`src/rtl/pmu_pkg.sv`:
```
// Shared definitions for the PMU AXI-lite sampler.
//   - AXI response encoding
//   - FSM state codes (IDLE, AR, R, CLR, B, OUT)
//   - idx_bits(): index width helper with a floor of 1 bit
// The sample record {idx, data, last} depends on the top-level widths, so it
// is declared as a struct inside pmu_axil_sampler.
package pmu_pkg;

  localparam logic [1:0] AXI_RESP_OKAY = 2'b00;

  localparam int ST_W = 3;
  typedef logic [ST_W-1:0] state_t;

  localparam state_t ST_IDLE = 3'd0;
  localparam state_t ST_AR   = 3'd1;
  localparam state_t ST_R    = 3'd2;
  localparam state_t ST_CLR  = 3'd3;
  localparam state_t ST_B    = 3'd4;
  localparam state_t ST_OUT  = 3'd5;

  function automatic int idx_bits(input int n);
    return (n > 1) ? $clog2(n) : 1;
  endfunction

endpackage

```
`src/rtl/pmu_axil_sampler_if.sv`:
```
// AXI-lite channel bundle between the sampler (master) and the shared
// counter register file port (slave).
//   AR: araddr, arvalid, arready      R: rdata, rresp, rvalid, rready
// With PMU_SAMPLER_CLEAR_ON_READ_EN defined, the bundle also carries
//   AW: awaddr, awvalid, awready      W: wdata, wstrb, wvalid, wready
//   B : bresp, bvalid, bready
interface pmu_axil_sampler_if #(
  parameter int ADDR_WIDTH = 64,
  parameter int DATA_WIDTH = 64
);
  logic [ADDR_WIDTH-1:0] araddr;
  logic                  arvalid;
  logic                  arready;
  logic [DATA_WIDTH-1:0] rdata;
  logic [1:0]            rresp;
  logic                  rvalid;
  logic                  rready;

`ifdef PMU_SAMPLER_CLEAR_ON_READ_EN
  logic [ADDR_WIDTH-1:0]   awaddr;
  logic                    awvalid;
  logic                    awready;
  logic [DATA_WIDTH-1:0]   wdata;
  logic [DATA_WIDTH/8-1:0] wstrb;
  logic                    wvalid;
  logic                    wready;
  logic [1:0]              bresp;
  logic                    bvalid;
  logic                    bready;

  modport master (
    output araddr, arvalid, rready, awaddr, awvalid, wdata, wstrb, wvalid, bready,
    input  arready, rdata, rresp, rvalid, awready, wready, bresp, bvalid
  );
  modport slave (
    input  araddr, arvalid, rready, awaddr, awvalid, wdata, wstrb, wvalid, bready,
    output arready, rdata, rresp, rvalid, awready, wready, bresp, bvalid
  );
`else
  modport master (
    output araddr, arvalid, rready,
    input  arready, rdata, rresp, rvalid
  );
  modport slave (
    input  araddr, arvalid, rready,
    output arready, rdata, rresp, rvalid
  );
`endif

endinterface

```
`src/rtl/pmu_period_timer.sv`:
```
// Idle-period down counter for periodic sweeps.
//   clk, rst   : clock, async active-low reset (count resets to 0)
//   load       : load load_val (takes priority over decrement)
//   load_val   : reload value
//   dec_en     : decrement by one, saturating at 0
//   zero       : count == 0
module pmu_period_timer #(
  parameter int WIDTH = 32
) (
  input  logic             clk,
  input  logic             rst,
  input  logic             load,
  input  logic [WIDTH-1:0] load_val,
  input  logic             dec_en,
  output logic             zero
);

  logic [WIDTH-1:0] cnt;

  always_ff @(posedge clk or negedge rst) begin
    if (!rst)                       cnt <= '0;
    else if (load)                  cnt <= load_val;
    else if (dec_en && cnt != '0)   cnt <= cnt - 1'b1;
  end

  assign zero = (cnt == '0);

endmodule

```
`src/rtl/pmu_axil_sampler.sv`:
```
// AXI-lite read master that sweeps the PMU counter file one counter per
// transaction and streams each value out as {idx, data, last}.
// Ports:
//   noc_clk, rst            : clock, async active-low reset
//   start_i                 : one-shot sweep request (level, sampled each cycle)
//   periodic_en_i, period_i : automatic sweeps, period_i idle cycles apart
//   busy_o                  : sweep in progress
//   err_o                   : sticky non-OKAY response since last accepted start
//   m_axi                   : AXI-lite master port (pmu_axil_sampler_if.master)
//   sample_*                : valid/ready sample stream
// Optional feature macro: PMU_SAMPLER_CLEAR_ON_READ_EN -- after each read the
// counter is written back to 0 (AW and W together, then B) before the sample
// is offered.
module pmu_axil_sampler
  import pmu_pkg::*;
#(
  parameter int                    NUM_COUNTERS = 23,
  parameter int                    ADDR_WIDTH   = 64,
  parameter int                    DATA_WIDTH   = 64,
  parameter logic [ADDR_WIDTH-1:0] BASE_ADDR    = '0,
  parameter int                    ADDR_STRIDE  = 8,
  parameter int                    IDX_WIDTH    = idx_bits(NUM_COUNTERS),
  parameter int                    PERIOD_WIDTH = 32
) (
  input  logic                    noc_clk,
  input  logic                    rst,
  input  logic                    start_i,
  input  logic                    periodic_en_i,
  input  logic [PERIOD_WIDTH-1:0] period_i,
  output logic                    busy_o,
  output logic                    err_o,
  pmu_axil_sampler_if.master      m_axi,
  output logic                    sample_valid_o,
  input  logic                    sample_ready_i,
  output logic [IDX_WIDTH-1:0]    sample_idx_o,
  output logic [DATA_WIDTH-1:0]   sample_data_o,
  output logic                    sample_last_o
);

  typedef struct packed {
    logic [IDX_WIDTH-1:0]  idx;
    logic [DATA_WIDTH-1:0] data;
    logic                  last;
  } sample_t;

  localparam logic [IDX_WIDTH-1:0] LAST_IDX = IDX_WIDTH'(NUM_COUNTERS - 1);

  state_t                state;
  sample_t               smp;      // idx doubles as the sweep position
  logic                  pending;
  logic                  tmr_zero;
  logic                  trigger;
  logic                  out_hs;
  logic [ADDR_WIDTH-1:0] addr;

  // Modulo 2^ADDR_WIDTH by construction.
  assign addr    = BASE_ADDR + ADDR_WIDTH'(smp.idx) * ADDR_WIDTH'(ADDR_STRIDE);
  assign trigger = (state == ST_IDLE) && (start_i || pending || (periodic_en_i && tmr_zero));
  assign out_hs  = (state == ST_OUT) && sample_ready_i;

  assign m_axi.araddr  = addr;
  assign m_axi.arvalid = (state == ST_AR);
  assign m_axi.rready  = (state == ST_R);

  assign busy_o         = (state != ST_IDLE);
  assign sample_valid_o = (state == ST_OUT);
  assign sample_idx_o   = smp.idx;
  assign sample_data_o  = smp.data;
  assign sample_last_o  = smp.last;

`ifdef PMU_SAMPLER_CLEAR_ON_READ_EN
  // AW and W go up together on CLR entry; each drops on its own handshake.
  logic aw_done, w_done, clr_done;

  assign m_axi.awaddr  = addr;
  assign m_axi.awvalid = (state == ST_CLR) && !aw_done;
  assign m_axi.wdata   = '0;
  assign m_axi.wstrb   = '1;
  assign m_axi.wvalid  = (state == ST_CLR) && !w_done;
  assign m_axi.bready  = (state == ST_B);
  assign clr_done      = (aw_done || m_axi.awready) && (w_done || m_axi.wready);

  always_ff @(posedge noc_clk or negedge rst) begin
    if (!rst) begin
      aw_done <= 1'b0;
      w_done  <= 1'b0;
    end else if (state != ST_CLR) begin
      aw_done <= 1'b0;
      w_done  <= 1'b0;
    end else begin
      if (m_axi.awready) aw_done <= 1'b1;
      if (m_axi.wready)  w_done  <= 1'b1;
    end
  end
`endif

  always_ff @(posedge noc_clk or negedge rst) begin
    if (!rst) begin
      state   <= ST_IDLE;
      smp     <= '0;
      pending <= 1'b0;
      err_o   <= 1'b0;
    end else begin
      // One-deep request memory; extra starts while busy collapse into it.
      if (start_i && state != ST_IDLE) pending <= 1'b1;

      case (state)
        ST_IDLE: if (trigger) begin
          state   <= ST_AR;
          pending <= 1'b0;
          if (start_i || pending) err_o <= 1'b0;
        end
        ST_AR: if (m_axi.arready) state <= ST_R;
        ST_R: if (m_axi.rvalid) begin
          smp.data <= (m_axi.rresp == AXI_RESP_OKAY) ? m_axi.rdata : '0;
          smp.last <= (smp.idx == LAST_IDX);
          if (m_axi.rresp != AXI_RESP_OKAY) err_o <= 1'b1;
`ifdef PMU_SAMPLER_CLEAR_ON_READ_EN
          state <= ST_CLR;
`else
          state <= ST_OUT;
`endif
        end
`ifdef PMU_SAMPLER_CLEAR_ON_READ_EN
        ST_CLR: if (clr_done) state <= ST_B;
        ST_B: if (m_axi.bvalid) begin
          if (m_axi.bresp != AXI_RESP_OKAY) err_o <= 1'b1;
          state <= ST_OUT;
        end
`endif
        ST_OUT: if (sample_ready_i) begin
          smp.last <= 1'b0;
          if (smp.last) begin
            state   <= ST_IDLE;
            smp.idx <= '0;
          end else begin
            smp.idx <= smp.idx + 1'b1;
            state   <= ST_AR;
          end
        end
        default: state <= ST_IDLE;
      endcase
    end
  end

  // Loaded on the final handshake; counting down in IDLE gives the next
  // periodic arvalid exactly period_i+1 cycles after that handshake.
  pmu_period_timer #(.WIDTH(PERIOD_WIDTH)) u_timer (
    .clk      (noc_clk),
    .rst      (rst),
    .load     (out_hs && smp.last),
    .load_val (period_i),
    .dec_en   (state == ST_IDLE),
    .zero     (tmr_zero)
  );

endmodule

```
`src/flat_wrapper.sv`:
```
// flat-port wrapper written by rule: the top's interface ports become plain ports
module pmu_axil_sampler_flat import pmu_pkg::*;
#(
  parameter int                    NUM_COUNTERS = 23,
  parameter int                    ADDR_WIDTH   = 64,
  parameter int                    DATA_WIDTH   = 64,
  parameter logic [ADDR_WIDTH-1:0] BASE_ADDR    = '0,
  parameter int                    ADDR_STRIDE  = 8,
  parameter int                    IDX_WIDTH    = idx_bits(NUM_COUNTERS),
  parameter int                    PERIOD_WIDTH = 32
)
  (noc_clk, rst, start_i, periodic_en_i, period_i, busy_o, err_o, sample_valid_o, sample_ready_i, sample_idx_o, sample_data_o, sample_last_o, m_axi_araddr, m_axi_arvalid, m_axi_rready, m_axi_arready, m_axi_rdata, m_axi_rresp, m_axi_rvalid);
  pmu_axil_sampler_if #(.ADDR_WIDTH(ADDR_WIDTH), .DATA_WIDTH(DATA_WIDTH)) m_axi_i ();
  input  logic noc_clk;
  input  logic rst;
  input  logic start_i;
  input  logic periodic_en_i;
  input  logic [PERIOD_WIDTH-1:0] period_i;
  output logic busy_o;
  output logic err_o;
  output logic sample_valid_o;
  input  logic sample_ready_i;
  output logic [IDX_WIDTH-1:0] sample_idx_o;
  output logic [DATA_WIDTH-1:0] sample_data_o;
  output logic sample_last_o;
  output wire logic [$bits(m_axi_i.araddr)-1:0] m_axi_araddr;
  output wire logic [$bits(m_axi_i.arvalid)-1:0] m_axi_arvalid;
  output wire logic [$bits(m_axi_i.rready)-1:0] m_axi_rready;
  input wire logic [$bits(m_axi_i.arready)-1:0] m_axi_arready;
  input wire logic [$bits(m_axi_i.rdata)-1:0] m_axi_rdata;
  input wire logic [$bits(m_axi_i.rresp)-1:0] m_axi_rresp;
  input wire logic [$bits(m_axi_i.rvalid)-1:0] m_axi_rvalid;
  assign m_axi_araddr = m_axi_i.araddr;
  assign m_axi_arvalid = m_axi_i.arvalid;
  assign m_axi_rready = m_axi_i.rready;
  assign m_axi_i.arready = m_axi_arready;
  assign m_axi_i.rdata = m_axi_rdata;
  assign m_axi_i.rresp = m_axi_rresp;
  assign m_axi_i.rvalid = m_axi_rvalid;
  pmu_axil_sampler #(.NUM_COUNTERS(NUM_COUNTERS), .ADDR_WIDTH(ADDR_WIDTH), .DATA_WIDTH(DATA_WIDTH), .BASE_ADDR(BASE_ADDR), .ADDR_STRIDE(ADDR_STRIDE), .IDX_WIDTH(IDX_WIDTH), .PERIOD_WIDTH(PERIOD_WIDTH)) u_core (.noc_clk(noc_clk), .rst(rst), .start_i(start_i), .periodic_en_i(periodic_en_i), .period_i(period_i), .busy_o(busy_o), .err_o(err_o), .m_axi(m_axi_i), .sample_valid_o(sample_valid_o), .sample_ready_i(sample_ready_i), .sample_idx_o(sample_idx_o), .sample_data_o(sample_data_o), .sample_last_o(sample_last_o));
endmodule
```
`config.mk`:
```
export PLATFORM = sky130hd
export DESIGN_NAME = pmu_axil_sampler_flat
export DESIGN_NICKNAME = d
export VERILOG_FILES = /design/src/rtl/pmu_pkg.sv /design/src/rtl/pmu_axil_sampler_if.sv /design/src/rtl/pmu_period_timer.sv /design/src/rtl/pmu_axil_sampler.sv /design/src/flat_wrapper.sv
export SDC_FILE = /design/constraint.sdc
export NUM_CORES = 1
export LEC_CHECK = 0
export ABC_CLOCK_PERIOD_IN_PS = 3400
export BUFFER_PORTS_ARGS = -buffer_cell sky130_fd_sc_hd__buf_2
export CAP_MARGIN = 5
export CORE_ASPECT_RATIO = 0.5
export CORE_MARGIN = 5
export CORE_UTILIZATION = 39
export DETAILED_ROUTE_END_ITERATION = 6
export GPL_ROUTABILITY_DRIVEN = 1
export PLACE_DENSITY_LB_ADDON = 0.08
export SYNTH_ARGS = -nofsm -noshare
export SYNTH_HDL_FRONTEND = slang
export SYNTH_HIERARCHICAL = 1
export SYNTH_SLANG_ARGS = --single-unit
```
`constraint.sdc`:
```
create_clock -name noc_clk -period 3.4 [get_ports noc_clk]
set_input_delay 0.51 -clock noc_clk [delete_from_list [all_inputs] [get_ports noc_clk]]
set_output_delay 0.51 -clock noc_clk [all_outputs]
set_load 0.005 [all_outputs]
```
; ---- After elaboration in Yosys (flattened, before gate mapping)
; Cells that the tools add are included.
[op_classes]
add_sub_neg = 2
mul = 0
div_mod_pow = 0
n_lt_le_gt_ge = 0
eq_ne = 10
shifts = 0
n_mux = 21
bitwise = 0
reduce_logical = 22
[ops]
columns = op, n
row1 = $mux W32, 2
row2 = $mux W64, 1
row3 = $logic_not A32 Y1, 1
row4 = $reduce_bool A32 Y1, 1
row5 = $sub A32 B1 Y32 const B, 1
row6 = $mux W3, 4
row7 = $ne A2 B1 Y1 const B, 6
row8 = $pmux W3 S4, 1
row9 = $mux W1, 10
row10 = $reduce_bool A2 Y1, 4
row11 = $logic_and A1 B1 Y1, 6
row12 = $add A5 B1 Y5 const B, 1
row13 = $eq A5 B5 Y1 const B, 1
row14 = $mux W5, 1
row15 = $reduce_and A5 Y1, 1
row16 = $pmux W1 S2, 2
row17 = $reduce_and A2 Y1, 2
row18 = $reduce_and A4 Y1, 1
row19 = $eq A3 B1 Y1 const B, 1
row20 = $eq A3 B2 Y1 const B, 1
row21 = $eq A3 B3 Y1 const B, 1
row22 = $logic_not A3 Y1, 1
row23 = $reduce_and A3 Y1, 1
row24 = $reduce_bool A3 Y1, 1
row25 = other kinds (2), 3
[totals]
regBits = 107
latchBits = 0
ram_bits = 0
rom_bits = 0
inputBits = 105
mem_count = 0

; ---- Logic depth before layout (Yosys ltp)
; Gate-level depths: netlist (run 1).
[depth]
ltp_word = 6
mapped_depth = 10
ltp_nobuf = 8

; ---- By module
; The synthesis (run 1) kept the hierarchy.
[by_module_without_submodules]
columns = mod, n_inst, cells_each, area_each_um2
row1 = pmu_axil_sampler, 1, 277, 3397.0
row2 = pmu_period_timer, 1, 234, 2067.0

; ---- Worst setup path before layout (run 1)
; OpenSTA, ideal clock, no wires.
[synth_timing]
path_type = reg2reg
from = register u_core.state[2]
to = register u_core.u_timer.cnt[26]
arrival_time_ns = 2.532
t_required_ns = 3.331
path_slack_ns = 0.799
path_stages_with_launch = 7
cell_sequence = dfrtp_1 -> buf_6 -> nor3_1 -> inv_1 -> or4_4 -> or4b_1 -> nand3_1
[synth_via]
elab_chain_cells = 4
elab_cells_between_ends = 7
classes_between = eq/ne: 1 / mux: 1 / reduce/logical: 5
[synth_lines]
columns = element, line_no
row1 = from (decl), pmu_axil_sampler.sv:48  ; state_t state;
row2 = from (signal assigned), pmu_axil_sampler.sv:99  ; state <= ST_IDLE;
row3 = from (signal assigned), pmu_axil_sampler.sv:109  ; state <= ST_AR;
row4 = from (signal assigned), pmu_axil_sampler.sv:113  ; ST_AR: if (m_axi.arready) state <= ST_R;
row5 = $eq A3 B3 Y1, pmu_axil_sampler.sv:59  ; assign out_hs = (state == ST_OUT) && sample_ready_i;
row6 = $logic_and A1 B1 Y1, pmu_axil_sampler.sv:59
row7 = $logic_and A1 B1 Y1, pmu_axil_sampler.sv:151  ; .load (out_hs && smp.last),
row8 = $mux W32 or $reduce_bool A2 Y1 (tied branches), -
row9 = to (signal assigned), pmu_period_timer.sv:22  ; else if (load) cnt <= load_val;
row10 = to (signal assigned), pmu_period_timer.sv:23  ; else if (dec_en && cnt != '0) cnt <= cnt - 1'b1;
row11 = to (decl), pmu_period_timer.sv:18  ; logic [WIDTH-1:0] cnt;
; Several ways; a longest one is shown, not always the timed one.
; A chain may end at the register's enable or synchronous reset.

; ---- Final worst setup path (run 1)
[layout_timing]
from = register u_core.u_timer.cnt[24]
to = register u_core.u_timer.cnt[27]
[layout_via]
elab_chain_cells = 3
elab_cells_between_ends = 6
classes_between = add/sub: 1 / mux: 2 / reduce/logical: 3
[layout_lines]
columns = element, line_no
row1 = $sub A32 B1 Y32 or $reduce_bool A32 Y1 (tied branches), pmu_period_timer.sv:23
row2 = $mux W32 or $logic_and A1 B1 Y1 (tied branches), pmu_period_timer.sv:23
row3 = $mux W32 or $reduce_bool A2 Y1 (tied branches), -
; Several ways; a longest one is shown, not always the timed one. The select of a mux whose other input is x is not followed.

==> results of run 1 <==
[kinds of logic after synthesis]
| group | Yosys count | share of synthesized area [%] |
|---|---|---|
| AND/OR/NAND/NOR | 140 | 14.6 |
| adder cells (fa/ha/maj) | 3 | 0.687 |
| flip-flops | 107 | 49.0 |
| XOR/XNOR | 10 | 1.60 |
| buffers and inverters | 107 | 13.5 |
| multiplexers | 2 | 0.366 |
| AO/OA/AOI/OAI | 141 | 20.2 |
| other | 1 | 0.0686 |
[layer usage]
metal | track usage, % | wire length, µm | part of all wire (%) | vias up
met1 | 22.8 | 6530 | 45 | 2087
met4 | 3.47 | 92 | 0.63 | 2
met3 | 4.06 | 1060 | 7.3 | 9
met2 | 27.8 | 6880 | 47 | 156
met5 | 0 | 11 | 0.075 | -
li1 | - | - | - | 2108
[worst max path at each step]
stage	cells past startpoint	to	slack, ps
CTS	5	u_core/u_timer/cnt[27]$_DFFE_PN0P_	880
global placement	5	u_core/u_timer/cnt[27]$_DFFE_PN0P_	940
floorplan	6	u_core/u_timer/cnt[26]$_DFFE_PN0P_	800
global route	7	u_core/u_timer/cnt[14]$_DFFE_PN0P_	730
finish	5	u_core/u_timer/cnt[27]$_DFFE_PN0P_	870
detailed placement	5	u_core/u_timer/cnt[27]$_DFFE_PN0P_	910
[cell usage in the layout, fill, tap and decap left out, types with 4 or more instances in the layout]
| cell type | Yosys | layout |
|---|---|---|
| a21oi_1 | 4 | 4 |
| nand3_1 | 11 | 11 |
| nand2_1 | 26 | 26 |
| conb_1 | 1 | 59 |
| nor3_1 | 16 | 16 |
| a31oi_1 | 13 | 13 |
| a22o_1 | 64 | 64 |
| buf_4 | 64 | 5 |
| nor4_1 | 4 | 4 |
| buf_2 | 6 | 183 |
| nand2b_1 | 4 | 4 |
| xnor2_1 | 8 | 8 |
| or4_1 | 6 | 6 |
| or4b_1 | 4 | 4 |
| nor2_1 | 30 | 29 |
| nand4_1 | 7 | 7 |
| o21ai_0 | 24 | 24 |
| clkbuf_16 | 0 | 9 |
| o31ai_1 | 7 | 7 |
| o41ai_1 | 7 | 7 |
| inv_1 | 11 | 11 |
| or3_1 | 7 | 7 |
| dfrtp_1 | 107 | 107 |
[state kept, by name (all words and copies together), names as in the netlist]
register              cells
u_core/err_o              1
u_core/pending            1
u_core/sample_data_o     64
u_core/sample_idx_o       5
u_core/sample_last_o      1
u_core/state              3
u_core/u_timer/cnt       32
[per-stage QoR]
stage	total power [mW]	setup WS, ps	area [µm²]
after floorplan	2.56	799	5680
after global routing	4.27	729	6550
after global placement	2.97	937	6240
final	4.00	870	6550
after CTS	4.07	883	6550
after detailed placement	2.99	906	6240
[final cells by class]
| type | instances | area (µm²) |
|---|---|---|
| Multi-Input combinational cell | 355 | 2290 |
| Tap cell | 192 | 240 |
| Clock inverter | 7 | 82.6 |
| Sequential cell | 107 | 2680 |
| Inverter | 12 | 45.0 |
| Timing Repair Buffer | 190 | 993 |
| Fill cell | 1332 | 7070 |
| Clock buffer | 9 | 225 |
[power by group through the flow]
stage / logic [mW] / clock network [mW] / registers (mW)
after detailed placement: 1.19 / 0 / 1.80
after global placement: 1.18 / 0 / 1.79
after global routing: 1.30 / 1.16 / 1.82
final: 1.17 / 1.05 / 1.78
after floorplan: 0.790 / 0 / 1.77
after CTS: 1.20 / 1.10 / 1.78
[worst reg2reg max path: stages (launching register included)]
cell	delay, ps
dfrtp_1	430
or4_1	690
and4b_1	500
a31oi_2	290
a32o_1	310
a31o_2	200
==> reports/metrics.csv, run 1 <==
metric,value,unit
io_buffers,184,
peakVddDrop,0.221,mV
yosys.area.top_type,dfrtp_1,
drv_cap,0,
finalNetCount,783,
antenna_left,0,
skew,9.82,ps
firstDrtPassIters,4,
yosysSeqAreaShare,49.0,%
slew-limit-headroom,44.8,%
drc,0,
gr-total-overflow,0,
yosys_most_used_dff,dfrtp_1,
grt_use_total,16.8,%
netlist.area_leader.share,49.0,%
drive_gt1_share,32.2,%
die_h,93.7,µm
final_util,48.1,%
drtIter0Drc,324,
critPathTopFamily,simple AND/OR/NAND/NOR gates,
whs,257,ps
cts.sinks,107,
start_util,40.1,%
cts_made_buffers,9,
min_period_over_period,74.4,%
rsz0062_at_grt,false,
grt_pass1_vias,4233,
p_sw,1.35,mW
synth_seq_cells,107,
ys_async_sr_fraction,100,%
yosys-top-cells-count,"107 x dfrtp_1, 64 x a22o_1, 64 x buf_4",
finalSetupViolCount,0,
startpoint_type,register,
p_int,2.65,mW
hold_viol,0,
worstSetupStartpoint,u_core/u_timer/cnt[24]$_DFFE_PN0P_,
ff2ff_path_depth,5,
grt_max_degree,68,
critPathSlowestCell,or4_1,
synth_area,5460,µm²
syn2layout_area_growth,19.9,%
clockBufferDepth,2,
rr_endpoint,u_core/u_timer/cnt[27]$_DFFE_PN0P_,
yosysMostFrequentCell,dfrtp_1,
core,13600,µm²
viasPerCell,5.00,
final-max-slew-violation-count,0,
antenna_cells,0,
crit_required,3640,ps
status,"finished, final reports clean",
timing.rr.start,u_core/u_timer/cnt[24]$_DFFE_PN0P_,
rows,30,
path_max_fanout,9,
synth_edf_count,0,
io_pins,244,
cellLeakagePower,3.11,nW
worst_pin_slew,827,ps
ys_types,63,
period_minus_slack,2530,ps
root_buffer,clkbuf_16,
grt_pass1_wl,22.4,mm
end_kind,register,
crit_chain,or4_1 -> and4b_1 -> a31oi_2 -> a32o_1 -> a31o_2,
r2r_setup_slack,870,ps
wl,14.6,mm
synthTopCellsByArea,"dfrtp_1 49%, a22o_1 10%, buf_4 8.8%",
setup.worst_path.class,reg2reg,
cts_resized,0,
die_w,177,µm
critPathArrivalTime,2770,ps
hold_class,in2async,
holdBufCountCts,0,
cts_tree,done,
pwr-share-clk,26.3,%
fmax,0.395,GHz
gp_congestion,0.806,
vias,4362,
die_area,16600,µm²
htreeDepth,3,
postCtsSetupBuffers,0,
finalSetupTns,0,ps
clk_pin_slew,80,ps
netSwitchingFraction,33.7,%
grt_antenna_before_repair,1,
dp_hpwl,10.5,mm
clk_latency,340,ps
fin_cells,872,
max_stage_delay,690,ps
synth_cells,511,
crit_buf_inv,0,
ys.warnings.count,6,
avgSynthCellArea,10.7,µm²
dp.cells,856,
p_seq_share,44.4,%
power.density,610,nW/µm²
pwr-share-comb,29.3,%
wl_per_cell,16.7,µm
(Power assumes the default switching activity.)
==> run 2: changes to the inputs <==
- ABC_AREA: default -> 1
- ABC_CLOCK_PERIOD_IN_PS: 3400 -> 2250
- clock period: 3.4 -> 2.25 ns (I/O delays scaled with it)
==> run 2 against run 1 <==
  * Synthesized cell count increased by 68%
  * Via count increased by 33%
  * Final cell count increased by 45%
  * Total power increased by 140%
==> reports/metrics.csv, run 2 <==
metric,value,unit,change
status,"finished, final reports clean",,
grt_antenna_before_repair,0,,-1
htreeDepth,3,,unchanged
design_area,7590,µm²,+16%
rows,33,,+10%
io_buffers,184,,unchanged
drc,0,,unchanged
hold_viol,0,,unchanged
cts_resized,0,,unchanged
die_area,19200,µm²,+15%
synth_cells,860,,+68%
grtUsageMet1,23.4,%,+0.58 points
ys_async_sr_fraction,100,%,unchanged
largest_reg_flops,64,,unchanged
io_pins,244,,unchanged
gp_congestion,0.847,,+5.1%
total_power,9.55,mW,+140%
start_util,39.3,%,-0.77 points
fmax,0.504,GHz,+28%
dp_hpwl,13.2,mm,+26%
peakVddDrop,0.477,mV,+120%
core,16200,µm²,+19%
startpoint_type,register,,
firstDrtPassIters,4,,unchanged
vias,5785,,+33%
hold_class,in2reg,,
path_max_fanout,27,,+18
synth_edf_count,0,,unchanged
wl_per_cell,13.9,µm,-17%
avgSynthCellArea,7.42,µm²,-31%
fin_cells,1263,,+45%
gr-total-overflow,0,,unchanged
grt_use_met3,3.67,%,-0.39 points
drv_cap,0,,unchanged
setup.worst_path.class,reg2reg,,
ys_types,36,,-43%
final_common_cell,nand2_1,,
power.density,1260,nW/µm²,+110%
busiest_layer,met2,,
die_w,191,µm,+7.6%
drive_gt1_share,25.9,%,-6.3 points
antenna_cells,0,,unchanged
clockBufferDepth,2,,unchanged
crit_required,2470,ps,-1170 ps
final_util,46.7,%,-1.3 points
die_h,100,µm,+7.2%
grt_max_degree,56,,-18%
root_buffer,clkbuf_16,,
finalSetupTns,0,ps,unchanged
ff2ff_path_depth,9,,+4
min_path_cells,3,,
hold_path_end,u_core/u_timer/cnt[29]$_DFFE_PN0P_,,
ys.warnings.count,6,,unchanged
synthTopCellsByArea,"dfrtp_1 42%, nand2_1 19%, nand3_1 8.9%",,
viasPerCell,4.58,,-8.4%
cts_tree,done,,
yosys.area.top_type,dfrtp_1,,
clk_latency,350,ps,about the same
finalNetCount,1139,,+45%
layout_common_cells,"320 x nand2_1, 183 x buf_2, 113 x nand3_1",,
critPathArrivalTime,2200,ps,-570 ps
wl,17.6,mm,+21%
timing.rr.start,u_core/u_timer/cnt[0]$_DFFE_PN0P_,,
cts_made_buffers,9,,unchanged
clk_pin_slew,70,ps,about the same
grt_pass1_wl,27.8,mm,+24%
skew,9.11,ps,-0.708 ps
min_period_over_period,88.1,%,+14 points
yosys_most_used_dff,dfrtp_1,,
yosysMostFrequentCell,nand2_1,,
yosysSeqAreaShare,42.0,%,-7.1 points
gr-usage-met2,30.7,%,+2.9 points
netlist.area_leader.share,42.0,%,-7.1 points
period_minus_slack,1980,ps,-547 ps
end_kind,register,,
min_from,period_i[29],,
drtIter0Drc,239,,-26%
cts.sinks,107,,unchanged
dp.cells,1246,,+46%
rsz0062_at_grt,false,,
r2r_setup_slack,270,ps,-600 ps
final-max-slew-violation-count,0,,unchanged
synth_seq_cells,107,,unchanged
cellLeakagePower,4.36,nW,+40%
grt_pass1_vias,5468,,+29%
place_area,7280,µm²,+17%
rr_endpoint,u_core/u_timer/cnt[15]$_DFFE_PN0P_,,
synth_area,6380,µm²,+17%
yosys-top-cells-count,"320 x nand2_1, 113 x nand3_1, 107 x dfrtp_1",,
finalSetupViolCount,0,,unchanged
antenna_left,0,,unchanged
syn2layout_area_growth,18.9,%,
fill_cells,1724,,+29%
grt_use_total,17.8,%,+0.98 points
[run 2: through the flow]
stage | hold slack, ps | worst slack (ps)
6_report | 204 | 268
5_1_grt | 189 | 74.8
4_1_cts | 182 | 269
3_5_place_dp | 232 | 264
3_3_place_gp | 227 | 312
2_1_floorplan | 41.9 | 375
[run 2: how the worst max path moves through the flow]
stage / start / to / slack [ps] / cells after the start
after detailed placement: u_core/u_timer/cnt[0]$_DFFE_PN0P_ / u_core/u_timer/cnt[15]$_DFFE_PN0P_ / 260 / 9
after floorplan: u_core/state[1]$_DFFE_PN0P_ / u_core/u_timer/cnt[15]$_DFFE_PN0P_ / 380 / 12
after global placement: u_core/u_timer/cnt[0]$_DFFE_PN0P_ / u_core/u_timer/cnt[15]$_DFFE_PN0P_ / 310 / 9
after CTS: u_core/u_timer/cnt[0]$_DFFE_PN0P_ / u_core/u_timer/cnt[15]$_DFFE_PN0P_ / 270 / 9
final: u_core/u_timer/cnt[0]$_DFFE_PN0P_ / u_core/u_timer/cnt[15]$_DFFE_PN0P_ / 270 / 9
after global routing: u_core/state[1]$_DFFE_PN0P_ / u_core/u_timer/cnt[11]$_DFFE_PN0P_ / 70 / 11
[run 2: cells by family (layout without fill, tap and decap cells)]
kind of cell | after synthesis | in the layout | synth area share [%]
AND/OR/NAND/NOR | 558 | 558 | 38.8
buffers and inverters | 149 | 267 | 14.2
flip-flops | 107 | 107 | 42.0
AO/OA/AOI/OAI | 39 | 39 | 4.00
adder cells (fa/ha/maj) | 3 | 3 | 0.588
XOR/XNOR | 3 | 3 | 0.412
other | 1 | 59 | 0.0588
[run 2: worst max-delay path: stages, from the launching register on]
cell,delay [ps]
dfrtp_1,370
inv_1,140
ha_1,330
nand2_4,110
nor2_8,180
nand2_4,70
o21ai_4,180
nand2_4,230
nand2_1,170
o21ai_2,60
[run 2: cell type report]
type / count / area, µm² / share of cell area (%)
inverter: 52 / 195 / 2.57
clock buffer: 11 / 253 / 3.33
tap: 227 / 284 / 3.74
clock inverter: 5 / 41.3 / 0.544
multi-input combinational: 662 / 3030 / 40.0
sequential: 107 / 2680 / 35.3
timing repair buffer: 199 / 1100 / 14.5
[run 2: where the power goes]
| group | total [mW] | switching [mW] | internal [mW] | leakage, nW |
|---|---|---|---|---|
| clock network | 1.58 | 0.756 | 0.827 | 0.144 |
| registers | 3.38 | 0.638 | 2.75 | 1.43 |
| logic | 4.58 | 2.83 | 1.75 | 2.79 |
| total | 9.55 | 4.22 | 5.32 | 4.36 |
[run 2: what timing repair did]
action | in CTS | in global routing
hold endpoints to repair | 13 | 0
buffers inserted | 0 | 0
hold buffers | 1 | 0
[run 2: layer usage]
layer | vias to the layer above | wire length, µm | part of all wire (%)
li1 | 2941 | - | -
met1 | 2687 | 7780 | 44
met2 | 135 | 8620 | 49
met3 | 22 | 879 | 5.0
met4 | 0 | 289 | 1.6
met5 | - | 0 | 0
